<file path="src/rtl/memory_access_stage_pkg.sv">
// Shared types for the MEM stage: opcodes, access sizes, FSM states and the control bundle.
// Pure declarations; no latency or flow-control behaviour of its own.
package memory_access_stage_pkg;

    localparam logic [6:0] OPC_LOAD   = 7'b0000011;
    localparam logic [6:0] OPC_STORE  = 7'b0100011;
    localparam logic [6:0] OPC_LUI    = 7'b0110111;
    localparam logic [6:0] OPC_AUIPC  = 7'b0010111;
    localparam logic [6:0] OPC_OP     = 7'b0110011;
    localparam logic [6:0] OPC_OP_IMM = 7'b0010011;
    localparam logic [6:0] OPC_BRANCH = 7'b1100011;
    localparam logic [6:0] OPC_JAL    = 7'b1101111;
    localparam logic [6:0] OPC_JALR   = 7'b1100111;
    localparam logic [6:0] OPC_FENCE  = 7'b0001111;
    localparam logic [6:0] OPC_SYSTEM = 7'b1110011;

    localparam logic [1:0] SIZE_B = 2'b00;
    localparam logic [1:0] SIZE_H = 2'b01;
    localparam logic [1:0] SIZE_W = 2'b10;
    localparam logic [1:0] SIZE_D = 2'b11;

    typedef enum logic [1:0] {IDLE, REQ, WAIT, DONE} mem_state_e;

    typedef struct packed {
        logic [63:0] pc;
        logic [4:0]  dest_reg;
        logic [2:0]  funct3;
        logic [6:0]  opcode;
    } control_signals_struct;

    function automatic logic is_misaligned(input logic [2:0] off, input logic [1:0] size);
        case (size)
            SIZE_B:  return 1'b0;
            SIZE_H:  return off[0];
            SIZE_W:  return |off[1:0];
            default: return |off;
        endcase
    endfunction

    function automatic logic [7:0] size_strb(input logic [1:0] size);
        case (size)
            SIZE_B:  return 8'h01;
            SIZE_H:  return 8'h03;
            SIZE_W:  return 8'h0F;
            default: return 8'hFF;
        endcase
    endfunction

endpackage

</file>
<file path="src/rtl/memory_access_stage_if.sv">
// Data-cache request/response port; master = MEM stage, slave = cache.
// Request side is valid/ready; response side is valid-only (the stage always sinks it).
interface memory_access_stage_if #(
    parameter int ADDR_W = 64,
    parameter int DATA_W = 64
);
    logic                  dcache_req_valid;
    logic                  dcache_req_ready;
    logic [ADDR_W-1:0]     dcache_req_addr;
    logic                  dcache_req_write;
    logic [DATA_W-1:0]     dcache_req_wdata;
    logic [DATA_W/8-1:0]   dcache_req_strb;
    logic                  dcache_resp_valid;
    logic [DATA_W-1:0]     dcache_resp_data;

    modport master (
        output dcache_req_valid, dcache_req_addr, dcache_req_write,
               dcache_req_wdata, dcache_req_strb,
        input  dcache_req_ready, dcache_resp_valid, dcache_resp_data
    );

    modport slave (
        input  dcache_req_valid, dcache_req_addr, dcache_req_write,
               dcache_req_wdata, dcache_req_strb,
        output dcache_req_ready, dcache_resp_valid, dcache_resp_data
    );
endinterface

</file>
<file path="src/rtl/memory_access_stage_load_data_extender.sv">
// Selects the addressed bytes of a cache doubleword and sign/zero-extends them by funct3.
// Combinational, no backpressure.
module load_data_extender (
    input  logic [63:0] resp_data,
    input  logic [2:0]  offset,
    input  logic [2:0]  funct3,
    output logic [63:0] ext_data
);
    logic [63:0] lane;

    always_comb begin
        lane     = resp_data >> {offset, 3'b000};
        ext_data = '0;
        case (funct3)
            3'b000:  ext_data = {{56{lane[7]}},  lane[7:0]};
            3'b001:  ext_data = {{48{lane[15]}}, lane[15:0]};
            3'b010:  ext_data = {{32{lane[31]}}, lane[31:0]};
            3'b011:  ext_data = lane;
            3'b100:  ext_data = {56'b0, lane[7:0]};
            3'b101:  ext_data = {48'b0, lane[15:0]};
            3'b110:  ext_data = {32'b0, lane[31:0]};
            default: ext_data = '0;
        endcase
    end
endmodule

</file>
<file path="src/rtl/memory_access_stage.sv">
// RV64 MEM stage: non-memory ops retire 1 cycle after acceptance; loads/stores go through the dcache port.
// mem_ready drops while a cache access is outstanding; requests hold stable until dcache_req_ready.
module memory_access_stage
    import memory_access_stage_pkg::*;
#(
    parameter int ADDR_W = 64,
    parameter int DATA_W = 64
) (
    input  logic                   clk,
    input  logic                   reset,
    input  logic                   mem_module_enable,
    output logic                   mem_ready,
    input  logic [ADDR_W-1:0]      alu_result,
    input  logic [DATA_W-1:0]      store_data,
    input  control_signals_struct  control_signals,
    memory_access_stage_if.master  dcache,
    output logic [ADDR_W-1:0]      wb_alu_result,
    output logic [DATA_W-1:0]      wb_loaded_data,
    output control_signals_struct  wb_control_signals,
    output logic                   wb_module_enable,
    output logic                   misaligned_fault
);
    mem_state_e            state_q, state_d;
    logic [ADDR_W-1:0]     alu_q, alu_d;
    logic [DATA_W-1:0]     sdata_q, sdata_d;
    control_signals_struct ctrl_q, ctrl_d;
    logic [ADDR_W-1:0]     wb_alu_q, wb_alu_d;
    logic [DATA_W-1:0]     wb_load_q, wb_load_d;
    control_signals_struct wb_ctrl_q, wb_ctrl_d;
    logic                  fault_q, fault_d;

    logic                  accept, in_mem, in_mis, req_active, store_q;
    logic [DATA_W-1:0]     ext_data;

    load_data_extender u_ext (
        .resp_data (dcache.dcache_resp_data),
        .offset    (alu_q[2:0]),
        .funct3    (ctrl_q.funct3),
        .ext_data  (ext_data)
    );

    assign mem_ready = !reset && (state_q == IDLE || state_q == DONE);
    assign accept    = mem_module_enable && mem_ready;
    assign in_mem    = (control_signals.opcode == OPC_LOAD) || (control_signals.opcode == OPC_STORE);
    assign in_mis    = in_mem && is_misaligned(alu_result[2:0], control_signals.funct3[1:0]);

    always_comb begin
        state_d   = state_q;
        alu_d     = alu_q;
        sdata_d   = sdata_q;
        ctrl_d    = ctrl_q;
        wb_alu_d  = wb_alu_q;
        wb_load_d = wb_load_q;
        wb_ctrl_d = wb_ctrl_q;
        fault_d   = fault_q;
        case (state_q)
            IDLE, DONE: begin
                if (accept) begin
                    alu_d   = alu_result;
                    sdata_d = store_data;
                    ctrl_d  = control_signals;
                    if (in_mem && !in_mis) begin
                        state_d = REQ;
                    end else begin
                        // Non-memory and faulting accesses complete straight from the inputs.
                        state_d   = DONE;
                        wb_alu_d  = alu_result;
                        wb_ctrl_d = control_signals;
                        wb_load_d = (control_signals.opcode == OPC_LUI) ? alu_result : '0;
                        fault_d   = in_mis;
                    end
                end else begin
                    state_d = IDLE;
                end
            end
            REQ: begin
                if (dcache.dcache_req_ready) state_d = WAIT;
            end
            WAIT: begin
                if (dcache.dcache_resp_valid) begin
                    state_d   = DONE;
                    wb_alu_d  = alu_q;
                    wb_ctrl_d = ctrl_q;
                    wb_load_d = (ctrl_q.opcode == OPC_LOAD) ? ext_data : '0;
                    fault_d   = (ctrl_q.opcode == OPC_LOAD) && (ctrl_q.funct3 == 3'b111);
                end
            end
            default: state_d = IDLE;
        endcase
    end

    always_ff @(posedge clk) begin
        if (reset) begin
            state_q   <= IDLE;
            alu_q     <= '0;
            sdata_q   <= '0;
            ctrl_q    <= '0;
            wb_alu_q  <= '0;
            wb_load_q <= '0;
            wb_ctrl_q <= '0;
            fault_q   <= 1'b0;
        end else begin
            state_q   <= state_d;
            alu_q     <= alu_d;
            sdata_q   <= sdata_d;
            ctrl_q    <= ctrl_d;
            wb_alu_q  <= wb_alu_d;
            wb_load_q <= wb_load_d;
            wb_ctrl_q <= wb_ctrl_d;
            fault_q   <= fault_d;
        end
    end

    assign req_active = !reset && (state_q == REQ);
    assign store_q    = ctrl_q.opcode == OPC_STORE;

    assign dcache.dcache_req_valid = req_active;
    assign dcache.dcache_req_addr  = req_active ? {alu_q[ADDR_W-1:3], 3'b000} : '0;
    assign dcache.dcache_req_write = req_active && store_q;
    assign dcache.dcache_req_wdata = (req_active && store_q) ? (sdata_q << {alu_q[2:0], 3'b000}) : '0;
    assign dcache.dcache_req_strb  = (req_active && store_q) ? (size_strb(ctrl_q.funct3[1:0]) << alu_q[2:0]) : '0;

    assign wb_alu_result      = wb_alu_q;
    assign wb_loaded_data     = wb_load_q;
    assign wb_control_signals = wb_ctrl_q;
    assign wb_module_enable   = !reset && (state_q == DONE);
    assign misaligned_fault   = !reset && (state_q == DONE) && fault_q;
endmodule

</file>
<file path="src/flat_wrapper.sv">
// flat-port wrapper written by rule: the top's interface ports become plain ports
module memory_access_stage_flat import memory_access_stage_pkg::*;
#(
    parameter int ADDR_W = 64,
    parameter int DATA_W = 64
)
  (clk, reset, mem_module_enable, mem_ready, alu_result, store_data, control_signals, wb_alu_result, wb_loaded_data, wb_control_signals, wb_module_enable, misaligned_fault, dcache_dcache_req_valid, dcache_dcache_req_addr, dcache_dcache_req_write, dcache_dcache_req_wdata, dcache_dcache_req_strb, dcache_dcache_req_ready, dcache_dcache_resp_valid, dcache_dcache_resp_data);
  memory_access_stage_if #(.ADDR_W(ADDR_W), .DATA_W(DATA_W)) dcache_i ();
  input  logic clk;
  input  logic reset;
  input  logic mem_module_enable;
  output logic mem_ready;
  input  logic [ADDR_W-1:0] alu_result;
  input  logic [DATA_W-1:0] store_data;
  input  control_signals_struct control_signals;
  output logic [ADDR_W-1:0] wb_alu_result;
  output logic [DATA_W-1:0] wb_loaded_data;
  output control_signals_struct wb_control_signals;
  output logic wb_module_enable;
  output logic misaligned_fault;
  output wire logic [$bits(dcache_i.dcache_req_valid)-1:0] dcache_dcache_req_valid;
  output wire logic [$bits(dcache_i.dcache_req_addr)-1:0] dcache_dcache_req_addr;
  output wire logic [$bits(dcache_i.dcache_req_write)-1:0] dcache_dcache_req_write;
  output wire logic [$bits(dcache_i.dcache_req_wdata)-1:0] dcache_dcache_req_wdata;
  output wire logic [$bits(dcache_i.dcache_req_strb)-1:0] dcache_dcache_req_strb;
  input wire logic [$bits(dcache_i.dcache_req_ready)-1:0] dcache_dcache_req_ready;
  input wire logic [$bits(dcache_i.dcache_resp_valid)-1:0] dcache_dcache_resp_valid;
  input wire logic [$bits(dcache_i.dcache_resp_data)-1:0] dcache_dcache_resp_data;
  assign dcache_dcache_req_valid = dcache_i.dcache_req_valid;
  assign dcache_dcache_req_addr = dcache_i.dcache_req_addr;
  assign dcache_dcache_req_write = dcache_i.dcache_req_write;
  assign dcache_dcache_req_wdata = dcache_i.dcache_req_wdata;
  assign dcache_dcache_req_strb = dcache_i.dcache_req_strb;
  assign dcache_i.dcache_req_ready = dcache_dcache_req_ready;
  assign dcache_i.dcache_resp_valid = dcache_dcache_resp_valid;
  assign dcache_i.dcache_resp_data = dcache_dcache_resp_data;
  memory_access_stage #(.ADDR_W(ADDR_W), .DATA_W(DATA_W)) u_core (.clk(clk), .reset(reset), .mem_module_enable(mem_module_enable), .mem_ready(mem_ready), .alu_result(alu_result), .store_data(store_data), .control_signals(control_signals), .dcache(dcache_i), .wb_alu_result(wb_alu_result), .wb_loaded_data(wb_loaded_data), .wb_control_signals(wb_control_signals), .wb_module_enable(wb_module_enable), .misaligned_fault(misaligned_fault));
endmodule
</file>
<file path="config.mk">
export PLATFORM = sky130hd
export DESIGN_NAME = memory_access_stage_flat
export DESIGN_NICKNAME = d
export VERILOG_FILES = /design/src/rtl/memory_access_stage_pkg.sv /design/src/rtl/memory_access_stage_if.sv /design/src/rtl/memory_access_stage_load_data_extender.sv /design/src/rtl/memory_access_stage.sv /design/src/flat_wrapper.sv
export SDC_FILE = /design/constraint.sdc
export NUM_CORES = 1
export LEC_CHECK = 0
export CORE_AREA = 4 4 239 241
export DETAILED_ROUTE_END_ITERATION = 16
export DIE_AREA = 0 0 243 245
export PLACE_DENSITY = 0.68
export SLEW_MARGIN = 25
export SYNTH_ARGS = -nofsm -noshare
export SYNTH_HDL_FRONTEND = slang
export SYNTH_HIERARCHICAL = 1
export SYNTH_SLANG_ARGS = --single-unit
</file>
<file path="constraint.sdc">
create_clock -name clk -period 3.7 [get_ports clk]
set_input_delay 0.74 -clock clk [delete_from_list [all_inputs] [get_ports clk]]
set_output_delay 0.74 -clock clk [all_outputs]
set_load 0.01 [all_outputs]
</file>
; Word level (Yosys, flattened, before mapping)
; Index checks and enable logic that the tools add are counted.
; W data, S select, Z words.
[totals]
output_inout_bits = 348
wordCells = 93
input_bits = 276
regBits = 417
[op_classes]
n_mux = 29
reduce_logical = 24
shift = 3
eq_ne = 23
[op_table]
columns = op, n
row1 = $mux W64, 10
row2 = $pmux W64 S7, 1
row3 = $pmux W64 S2, 2
row4 = $mux W79, 3
row5 = $pmux W79 S2, 1
row6 = $shl A64 B6 Y64, 1
row7 = $shr A64 B6 Y64, 1
row8 = $pmux W8 S3, 1
row9 = $eq A7 B6 Y1 const B, 3
row10 = $eq A7 B2 Y1 const B, 2
row11 = $eq A3 B3 Y1 const B, 4
row12 = $logic_and A1 B1 Y1, 9
row13 = $eq A2 B2 Y1 const B, 4
row14 = $mux W2, 4
row15 = $mux W8, 1
row16 = $shl A8 B3 Y8, 1
row17 = $eq A2 B1 Y1 const B, 3
row18 = $eq A3 B2 Y1 const B, 2
row19 = $logic_not A2 Y1, 3
row20 = $ne A2 B2 Y1 const B, 3
row21 = $pmux W2 S3, 1
row22 = $reduce_and A2 Y1, 2
row23 = $reduce_and A4 Y1, 1
row24 = $reduce_or A2 Y1, 2
row25 = other kinds (10), 14

; Depth between registers and ports, before layout
[depth]
ltp_word = 8
depth_mapped = 11
depth_no_buf = 7

; Modules after synthesis
; Netlist, hierarchy kept.
[modules_own_cells]
columns = mod, cells_per_inst, seq_area_each_um2, area_each_um2, instances
row1 = memory_access_stage, 2200, 8348.0, 20200.6, 1
row2 = load_data_extender, 289, 0.0, 2533.7, 1

; Worst setup path after synthesis
; OpenSTA, ideal clock, no wires.
[synth_timing]
path_type = in2out
startpoint = input port reset
endpoint = output port dcache_dcache_req_strb[2]
arrival_time_ns = 2.138
cell_stages = 8
path_buffers = 4
path_slack_ns = 0.822
required_ns = 2.960
path_cell_list = clkbuf_1 -> nor2b_1 -> buf_4 -> nand4_4 -> nand2b_1 -> buf_2 -> buf_2 -> a211oi_1
[synth_via]
elab_chain_len = 4
[synth_lines]
columns = element, line
row1 = "start, declared", flat_wrapper.sv:10  ; input logic reset;
row2 = $logic_not A1 Y1, memory_access_stage.sv:114  ; assign req_active = !reset && (state_q == REQ);
row3 = $logic_and A1 B1 Y1, memory_access_stage.sv:114
row4 = $logic_and A1 B1 Y1, memory_access_stage.sv:121  ; assign dcache.dcache_req_strb = (req_active && store_q) ? (size_strb(ctrl_q.funct3[1:0]) << alu_q[2:0]) : '0;
row5 = $mux W8, memory_access_stage.sv:121
row6 = "end, declared", flat_wrapper.sv:25  ; output wire logic [$bits(dcache_i.dcache_req_strb)-1:0] dcache_dcache_req_strb;
; No other way between the ends.

; Worst setup path in the final report
[layout_timing]
startpoint = register u_core.state_q[1]
endpoint = output port dcache_dcache_req_strb[5]
[layout_via]
elab_chain_len = 4
[layout_lines]
columns = element, line
row1 = "start, declared", memory_access_stage.sv:23  ; mem_state_e state_q, state_d;
row2 = "start signal, assigned", memory_access_stage.sv:103  ; state_q <= state_d;
row3 = $eq A2 B1 Y1, memory_access_stage.sv:114
row4 = $logic_and A1 B1 Y1, memory_access_stage.sv:114
row5 = $logic_and A1 B1 Y1, memory_access_stage.sv:121
row6 = $mux W8, memory_access_stage.sv:121
; No other way between the ends.

==> results.txt <==
- In this run, CTS created clock tree buffers numbering 46.
- Final Power: 0.02019 W
- STA classifies the critical path endpoint as an output pin.
* Required arrival time at the worst endpoint: 2.96 ns
- First-pass GRT wire length: 129300 µm
* Power per Cell Area: 652.5 nW/µm²
- Hold Path Origin: u_core/ctrl_q[37]
- By instance count, the cell type seen most on the critical path is sky130_fd_sc_hd__inv_1.
- For this design the top-level I/O count stands at 624.
- Pin count of the biggest net entering global routing: 206
* Primary flip-flop cell chosen by synthesis mapping: sky130_fd_sc_hd__dfxtp_1
* Critical path peak fanout: 4
* Via count of the first global-routing pass: 20850
- The die is 243 µm wide.
* Final worst path period share: 96.82%
* Clock root buffer master: sky130_fd_sc_hd__clkbuf_16
- Depth of the critical timing path with buffers and inverters included: 8
- Remaining routing DRC violations: 0
- In this run the critical register-to-register path is launched from u_core/alu_q[1].
- Final hold analysis gives a worst-case slack of 0.4744 ns.
- Worst Hold End: u_core/ctrl_q[37]
- The min-delay analysis places its worst path in the category reg -> reg.
- Detailed routing inserted a total of 21120 vias.
- Broken down by cell family, the worst path's largest delay share belongs to buffers and inverters.
- Fraction of the core area covered by cells at the end of the flow: 56.39%
- Clock slew at reported path FFs: 0.06 ns
* Global router's overall resource usage: 27.39%
* Final setup slack of the worst path: 0.1178 ns
* Shortest period the worst path allows: 3.582 ns
* R2R setup slack: 0.54 ns
- Source-to-sink clock delay at the later pin of the worst-skew pair: 0.58 ns
* Antenna violation net count after detailed routing: 0
* Fmax achieved: 0.2792 GHz
- Measured in cells, the most critical reg-to-reg path has a length of 9.
* Clk_skew: 0.01326 ns
- The synthesized netlist contains 57 unique library cells.
- Synthesized area per cell: 9.134 µm²
- Synthesized area: 22730 µm²
* Crit path kind: reg -> out
* Core box area: 54880 µm²
* Worst max-slew margin expressed relative to the limit: 29.35%
- The number of hold violations in the final report was 0.
- Hold Path Stages: 2
- Yosys warnings: 6
- For this block, the initial DRC count from the detailed router was 1759.
- Count of placed standard cells including taps: 3622
- Number of vias per cell: 5.675
* Leading cell types in the layout, fill and taps excluded: sky130_fd_sc_hd__clkdlybuf4s50_1, sky130_fd_sc_hd__nand2_1, sky130_fd_sc_hd__dfxtp_1
* Setup repair after global routing missed its margin: false
- The worst setup path is launched from a register.
- Number of cell rows: 86
* Critical Path AT: 2.84 ns
- Maximum level of the CTS H-tree: 2
- The number of buffers and inverters on the critical path is 3.
- Final std cells w/o fill: 3722
- The final layout contains 3257 nets.
* Stage delay of the slowest cell on the critical path: 0.67 ns
* Number of buffers between clock root and the deepest sink: 3
* Run status: finished clean
* Number of register bits inferred by synthesis: 417
- In the synthesized netlist the async set-or-reset flop fraction comes to 0%.
- Number of input and output port buffers inserted: 620
- CTS tree: built
- The analysis attributes to cell leakage a power of 11.50 nW.
* Number of synthesized flops with an enable pin: 0
- Maximum VDD drop: 0.0004624 V
- The signal on the critical path passes through inv_1 -> ha_1 -> nor2b_4 -> nand4_4 -> inv_1 -> nand2_1 -> a211oi_1 -> clkdlybuf4s50_1.
* Most common library cell in the layout ignoring fill and taps: sky130_fd_sc_hd__clkdlybuf4s50_1
* Total Routed Length: 86480 µm
* Share of post-route cells with drive strength above 1: 14.41%
- For the pin with the worst max-slew slack, the measured transition is 1.060 ns.
- Summing the sequential cell areas from Yosys gives 36.72% of the chip area.
- Overall die area: 59540 µm²
* Worst reg2reg path endpoint: u_core/wb_loaded_data[38]
* CTS sink count: 417
- Synth Instances: 2489
- Timing analysis after detailed placement gives a worst setup slack of 0.2961 ns.
* Slowest library cell on the worst path: sky130_fd_sc_hd__clkdlybuf4s50_1
- Routability-driven placement finished with a final weighted congestion of 0.9449.
* Post-detailed-route wirelength per cell: 23.23 µm
- The first detailed-routing pass ran for 6 iterations.
* Starting density of the core: 41.43%
- Number of antenna violations at the first check in global routing: 19
* Die height: 245 µm
* Dpl hpwl: 61520 µm
- The tool flagged a number of max-cap violations equal to 0.
- The critical path starts at u_core/state_q[1].
* Layout area overhead: 36.12%
- After global routing the overflow that remains totals 0.
- Setup violations remaining at the end of the flow were counted as 0.
- The number of pins exceeding their max-slew limit in the final report was 0.
worst max-delay path by stage:
stage | endpoint
after floorplan | dcache_dcache_req_strb[2]
after global placement | dcache_dcache_req_wdata[6]
after detailed placement | dcache_dcache_req_wdata[3]
after CTS | dcache_dcache_req_wdata[62]
after global routing | dcache_dcache_req_strb[5]
final | dcache_dcache_req_strb[5]
Yosys cell counts (all sizes together) (2+ instances only):
cell       n  share of area, %
nor3b      3              0.14
a21oi     19              0.42
a211oi   220                11
nand2    465               7.7
nor3       5              0.16
o31ai      2             0.066
nand4     36               1.1
and3       8              0.22
o211ai     9              0.30
mux2i    205               9.0
buf      122               3.6
clkbuf   123               2.0
a22oi     87               2.9
nand3     13              0.29
and4bb     3              0.17
o2bb2ai    7              0.27
o22a       2             0.077
dfxtp    417                37
o21ai     27              0.59
nand3b   206               6.9
inv        8              0.13
nor2     284               4.7
mux4      55               5.4
nor2b     33              0.91
ha         3              0.17
mux2      33               1.8
nand2b     5              0.14
and2      75               2.1
per-stage QoR:
step | instance area, µm² | setup TNS [ns]
6_report | 30950 | 0
3_3_place_gp | 29270 | 0
3_5_place_dp | 29270 | 0
4_1_cts | 30790 | -0.004171
2_1_floorplan | 22740 | 0
5_1_grt | 30940 | 0
flip-flops by register name, indices dropped and copies added, names as in the netlist:
| signal | count |
|---|---|
| u_core/ctrl_q | 79 |
| u_core/wb_control_signals | 79 |
| u_core/alu_q | 64 |
| u_core/sdata_q | 64 |
| u_core/wb_alu_result | 64 |
| u_core/wb_loaded_data | 64 |
| u_core/state_q | 2 |
| u_core/fault_q | 1 |
worst min-delay path: stages, from the launching register on:
cell,delay [ns]
sky130_fd_sc_hd__dfxtp_1,0.31
sky130_fd_sc_hd__nand3b_1,0.07
sky130_fd_sc_hd__nand2_1,0.05
cell families (layout without fill, tap and decap cells):
kind of cell | after synthesis | count (layout) | share of synthesized area, %
multiplexers | 293 | 293 | 16.32
buffers and inverters | 254 | 773 | 5.806
AND/OR/NAND/NOR | 1140 | 1141 | 24.58
adder cells (fa/ha/maj) | 3 | 3 | 0.1651
other | 1 | 10 | 0.01649
flip-flops | 417 | 417 | 36.72
AO/OA/AOI/OAI | 381 | 381 | 16.39
report_power, final:
group / switching, W / internal [W]
Combinational: 0.00482 / 0.00413
Clock: 0.00191 / 0.00269
Sequential: 0.000909 / 0.00573
layer usage:
layer	part of all wire [%]	global-route usage [%]	up-vias	wire [µm]
met1	40	33.66	10270	34170
li1	-	-	9747	-
met5	0.18	0	-	156
met3	8.8	7.494	171	7581
met2	48	46.30	909	41620
met4	3.4	9.829	24	2948
what timing repair did:
item,4_1_cts,5_1_grt
setup endpoints to repair,20,13
hold buffers,0,0
resized for setup,3,3
setup buffers,1,9
cloned,0,1
final cells by class:
cell class | instances | area [µm²]
fillers | 4781 | 23930
inverters | 9 | 37.54
well taps | 704 | 880.8
clock inverters | 8 | 88.84
repair buffers | 683 | 7019
clock buffers | 73 | 1414
multi-input cells | 1821 | 13130
diodes | 7 | 17.52
flip-flops and latches | 417 | 8357
Power figures use the tool's default switching activity.
